`src/rtl/pulse_separator_core.sv`:
```
// rtl/pulse_separator_core.sv - turns arbitrary pulse_in activity into separated one-cycle pulses
// Each high input cycle is one event; a saturating pending counter buffers events between pulses.
module pulse_separator_core #(
  parameter int PULSE_COUNTER_WIDTH = 3
) (
  input  logic clock,
  input  logic reset,
  input  logic pulse_in,
  output logic pulse_out,
  output logic busy
);

  localparam logic [PULSE_COUNTER_WIDTH-1:0] PENDING_MAX = '1;

  logic [PULSE_COUNTER_WIDTH-1:0] pending;
  logic                           pulse_out_q;
  logic                           emit;

  // Fire whenever the previous cycle was low and there is any event to serve.
  assign emit = ~pulse_out_q & (pulse_in | (pending != '0));

  always_ff @(posedge clock or posedge reset) begin
    if (reset) begin
      pending     <= '0;
      pulse_out_q <= 1'b0;
    end else begin
      pulse_out_q <= emit;
      unique case ({pulse_in, emit})
        2'b10: begin
          // At the maximum the incoming event is dropped.
          if (pending != PENDING_MAX) begin
            pending <= pending + 1'b1;
          end
        end
        2'b01:   pending <= pending - 1'b1;
        default: pending <= pending;
      endcase
    end
  end

  assign pulse_out = pulse_out_q;
  assign busy      = (pending == PENDING_MAX);

endmodule

```
`config.mk`:
```
export PLATFORM = sky130hd
export DESIGN_NAME = pulse_separator_core
export DESIGN_NICKNAME = d
export VERILOG_FILES = /design/src/rtl/pulse_separator_core.sv
export SDC_FILE = /design/constraint.sdc
export NUM_CORES = 1
export LEC_CHECK = 0
export ABC_AREA = 0
export CORE_AREA = 2 2 39 41
export DETAILED_ROUTE_END_ITERATION = 10
export DIE_AREA = 0 0 41 43
export DONT_BUFFER_PORTS = 1
export PLACE_DENSITY = 0.47
export SLEW_MARGIN = 40
export SYNTH_ARGS = -nofsm -noshare
export SYNTH_HDL_FRONTEND = slang
export SYNTH_SLANG_ARGS = --single-unit
```
`constraint.sdc`:
```
create_clock -name clock -period 4.51 [get_ports clock]
set_clock_uncertainty 0.1 [all_clocks]
set_input_delay 0.2255 -clock clock [delete_from_list [all_inputs] [get_ports clock]]
set_output_delay 0.2255 -clock clock [all_outputs]
set_load 0.02 [all_outputs]
```
After elaboration in Yosys (flattened, before gate mapping)
Index checks and enable logic that the tools add are counted.
Operators by class
  $add $sub $neg: 2
  multiply operators: 0
  div/mod/pow operators: 0
  $lt $le $gt $ge: 0
  eq/ne operators: 5
  shifts and indexed selects: 0
  mux-type cells: 2
  bitwise logic cells: 3
  reductions and logical operators: 3
Operators with widths (number)
  $pmux 3 s2: 1
  $add 3x1->3 const B: 1
  $eq 3x3->1 const B: 1
  $mux 3: 1
  $ne 3x3->1 const B: 1
  $reduce_bool 3->1: 1
  $sub 3x1->3 const B: 1
  $eq 2x1->1 const B: 1
  $eq 2x2->1 const B: 1
  $ne 2x2->1 const B: 1
  $reduce_and 2->1: 1
  $reduce_bool 2->1: 1
  $and 1x1->1: 1
  $not 1->1: 1
  $or 1x1->1: 1
Storage, ports and cells
  flip-flop bits (word level): 4
  latch bits: 0
  memory bits (writable): 0
  ROM bits: 0
  output and inout port bits: 2
  memories kept: 0

Depth between registers and ports, before layout
  depth after elaboration: 6
  depth in mapped cells: 7

Least setup slack after synthesis
No wires, ideal clock.
  path type: register -> register
  start: register pulse_out_q (netlist: pulse_out)
  end: register pending[2]
  data arrival time: 1.825 ns
  required time: 4.316 ns
  setup slack: 2.491 ns
  stages on the path, launching flop included: 8
  path buffers: 1
  clock period less this slack: 2.019 ns
  cells stage by stage: dfrtp_1 buf_6 nor2_1 o31ai_1 fa_1 nor3b_2 o21bai_1 a221oi_2
On the way
  longest elaborated chain between the ends: 5
RTL lines
  start: declaration: RTL line 16  | logic pulse_out_q;
  start signal: assignment: RTL line 27  | pulse_out_q <= emit;
  $not 1->1 *: RTL line 20  | assign emit = ~pulse_out_q & (pulse_in | (pending != '0));
  $and 1x1->1 *: RTL line 20
  $eq 2x2->1 or $eq 2x1->1 (tied branches): RTL line 28  | unique case ({pulse_in, emit})
  $ne 2x2->1 (no line) or $reduce_bool 2->1 (tied branches)
  $reduce_and 2->1 (no line)
  end signal: assignment: RTL line 32  | pending <= pending + 1'b1;
  end signal: assignment: RTL line 35  | 2'b01: pending <= pending - 1'b1;
  end signal: assignment: RTL line 36  | default: pending <= pending;
  end: declaration: RTL line 15  | logic [PULSE_COUNTER_WIDTH-1:0] pending;
Every way passes the cells marked *; elsewhere a longest branch is shown, timed or not.
A chain may end at the register's enable or synchronous reset.

Final worst setup path
Same ends and word-level chain as after synthesis.

==> summary.md <==
The maximum clock frequency is 0.4517 GHz. Routability-driven placement finished with a final weighted congestion of 0.7066. The longest clock path from root to sink contains 2 buffers. The layout cell share with drive strength beyond 1 came out at 0.1707. For the total nets after synthesis, the log shows 44. The tools report the startpoint of the worst register-to-register path as pulse_out. Wires add up to 740 um. The distinct cell type count of the synthesized netlist is 27. The worst-case IR drop observed on VDD is 177.0 uV.

Highest-utilization routing layer at the global route stage: met2. Walking the worst path, the cells encountered are nor2_1 -> o31ai_1 -> fa_1 -> nor3b_2 -> o21bai_1 -> a221oi_2. The tools report the final worst setup slack as 2.296 ns. During I/O placement, the number of pins put on the boundary was 5. The library cells used most frequently in the layout, excluding fill and tap cells, are inv_1, dfrtp_1, o21ai_0, clkbuf_4. The logs give 0.1055 for the global-route usage over all layers and 0 for the post-detailed-route DRC marker count. The pin count of the biggest net entering global routing is 13, and the via total after detailed routing is 284. The logs give 0 for the number of synthesis warnings and 0.2541 for the starting density of the core. Relative to the synthesized area, the layout overhead comes to 6.406%. The clock-pin transition on the worst setup and hold timing paths is 0.04 ns, and the final hold violation count is 0. The logs give 0.001763 sq mm for the area of the die and 1 for the number of H-tree branching levels.

In this run, synthesis produced a sequential element count of 4. The worst setup path is launched from a register. At the placement stage, the worst setup path has a slack of 2.342 ns.

The worst min-delay path class was in -> reg. The routed design could run at a clock period as short as 2.214 ns. Clock latency on the worst-skew pair: 0.23 ns.

Setup violations remaining at the end of the flow were counted as 0. For this run, the detailed router's first-pass iteration total came to 3. Fill cells in the final layout number 149.

The worst setup path is of the reg -> reg kind. The period utilization was 0.4909; the net count reported at finish was 47. The hold path startpoint was pulse_in. Power spread over the standard cell area amounts to 789.5 mW/mm^2. On the worst path, the slowest cell contributes a delay of 0.56 ns. The die is 43 um tall. Data arrives at the worst endpoint at 2.25 ns. The global-route wire length before repair was 1331 um. The clock drives 4 sinks. Met2 track utilization from global routing: 0.1531. The via density per instance is 4.982, and the final standard cell utilization of the core is 0.2703. The tools report the cts-stage hold buffer count as 1.

The flow ran to the end, and the final reports show no timing, DRC or antenna violations. Setup repair after global routing left no endpoint under its margin. The logs give 0 for the number of antenna repair diodes and 0.5817 for the relative slew slack. Summing all multi-input logic gate instances after layout gives 206.4 sq um. Global routing finished with a remaining overflow of 0. The die is 41 um wide. The logs give 0.001384 sq mm for the placeable core area and 295.4 uW for the total power after layout. Summed over all failing endpoints, the final setup total negative slack is 0 ns.

The buffer type at the clock tree root was clkbuf_4. The critical path starts at pulse_out. Placed wire-length estimate: 518.8 um. The required time at the worst-slack endpoint was 4.55 ns; the synthesized instance count was 40.

The max-slew violation total from the final report is 0, and the global routing met1 resource utilization is 0.1516. Once the clock tree was built, the setup fixing pass inserted 0 buffers. The register area share after synthesis was 0.2847; the number of maximum-capacitance violations was 0. The count of nets left with antenna violations once routing finished came out at 0.

Registers take 100.1 sq um. Buffers placed on the I/O ports in this run total 0. The logs give 0 for the met3 usage and 0.06007 ns for the worst hold-check slack. The wire length per cell was 12.98 um; the number of buffers inserted during clock tree synthesis was 3. TritonCTS built the clock tree.

Along the worst path, the maximum fanout reaches 12. Averaged over all synthesized cells, the footprint is 8.790 sq um. The analysis attributes to cell leakage a power of 0.1537 nW. The run gives 351.6 sq um as the netlist area before placement. The initial antenna violation count was 0. The transition time of the tightest slew-check pin was 0.6227 ns; the number of design-rule violations left by the first detailed-router iteration was 10. The number of gates resized after CTS was 0. The tools report the endpoint class of the critical path as a register. The slowest stage of the critical path is the dfrtp_1 cell. For the number of global-route vias before repair, the log shows 288.

The site row count was 14.
-- per-stage QoR --
stage	cell area (sq um)	std cells
detailed placement	341.6	53
finish	374.1	57
global route	374.1	57
CTS	374.1	57
floorplan	351.6	40
global placement	341.6	53
-- final cells by class --
cell class,instances,share of cell area
Multi-Input combinational cell,29,0.5518
Inverter,4,0.04013
Sequential cell,4,0.2676
Clock buffer,3,0.06020
Timing Repair Buffer,1,0.02676
Tap cell,16,0.05351
-- report_power, final --
part / total, mW / internal (mW) / switching [mW]
clock network: 0.0433 / 0.0297 / 0.0136
registers: 0.106 / 0.0548 / 0.0510
logic: 0.146 / 0.0715 / 0.0747
total: 0.295 / 0.156 / 0.139
-- critical path, delay by kind of cell (launching register included) --
kind                     cells  cell delay [ns]
AO/OA/AOI/OAI                3             0.59
adder cells (fa/ha/maj)      1             0.39
flip-flops                   1             0.56
AND/OR/NAND/NOR              2             0.49
-- final timing paths --
check                      slack (ns)         end  cells past startpoint
min                              0.06   pulse_out                      2
min reg2reg                      0.58  pending[2]                      1
max                              2.30  pending[2]                      6
max in group asynchronous        3.94  pending[2]                      2
min in group asynchronous        0.22   pulse_out                      2
max reg2reg                      2.30  pending[2]                      6
-- cells by family after synthesis --
logic type	Yosys count	synth area share
simple gates	17	0.3061
flops	4	0.2847
fa+ha+maj	1	0.05694
buf+inv	7	0.1281
compound gates	11	0.2242
-- layer usage --
metal	share of wire	vias to the layer above	wire, um
met2	0.50	3	369
met1	0.49	135	362
met4	0	0	0
met3	0.0095	0	7
li1	-	146	-
met5	0	-	0
-- registers in the layout (all words and copies together), names as in the netlist --
name,count
pending,3
pulse_out,1
-- cells in the mapped netlist --
cell / n / share of area
buf_4: 1 / 0.021
inv_1: 4 / 0.043
o21bai_1: 1 / 0.021
nand4_1: 1 / 0.018
dfrtp_1: 4 / 0.28
o21ai_0: 3 / 0.043
a211oi_1: 1 / 0.021
nor4_1: 1 / 0.018
nor2_1: 2 / 0.021
nand3b_1: 1 / 0.021
a221oi_2: 1 / 0.043
buf_6: 2 / 0.064
a21oi_1: 1 / 0.014
fa_1: 1 / 0.057
nor3_1: 2 / 0.028
o21a_1: 1 / 0.021
or3_1: 1 / 0.018
and3_2: 2 / 0.043
nand2_1: 1 / 0.011
o31ai_1: 1 / 0.021
nor2b_1: 2 / 0.036
nor3b_2: 1 / 0.036
o22ai_1: 1 / 0.018
nand2b_1: 1 / 0.018
nor3b_1: 1 / 0.021
a21o_1: 1 / 0.021
and2_1: 1 / 0.018
Note: power is estimated with default switching activity, not from simulation.
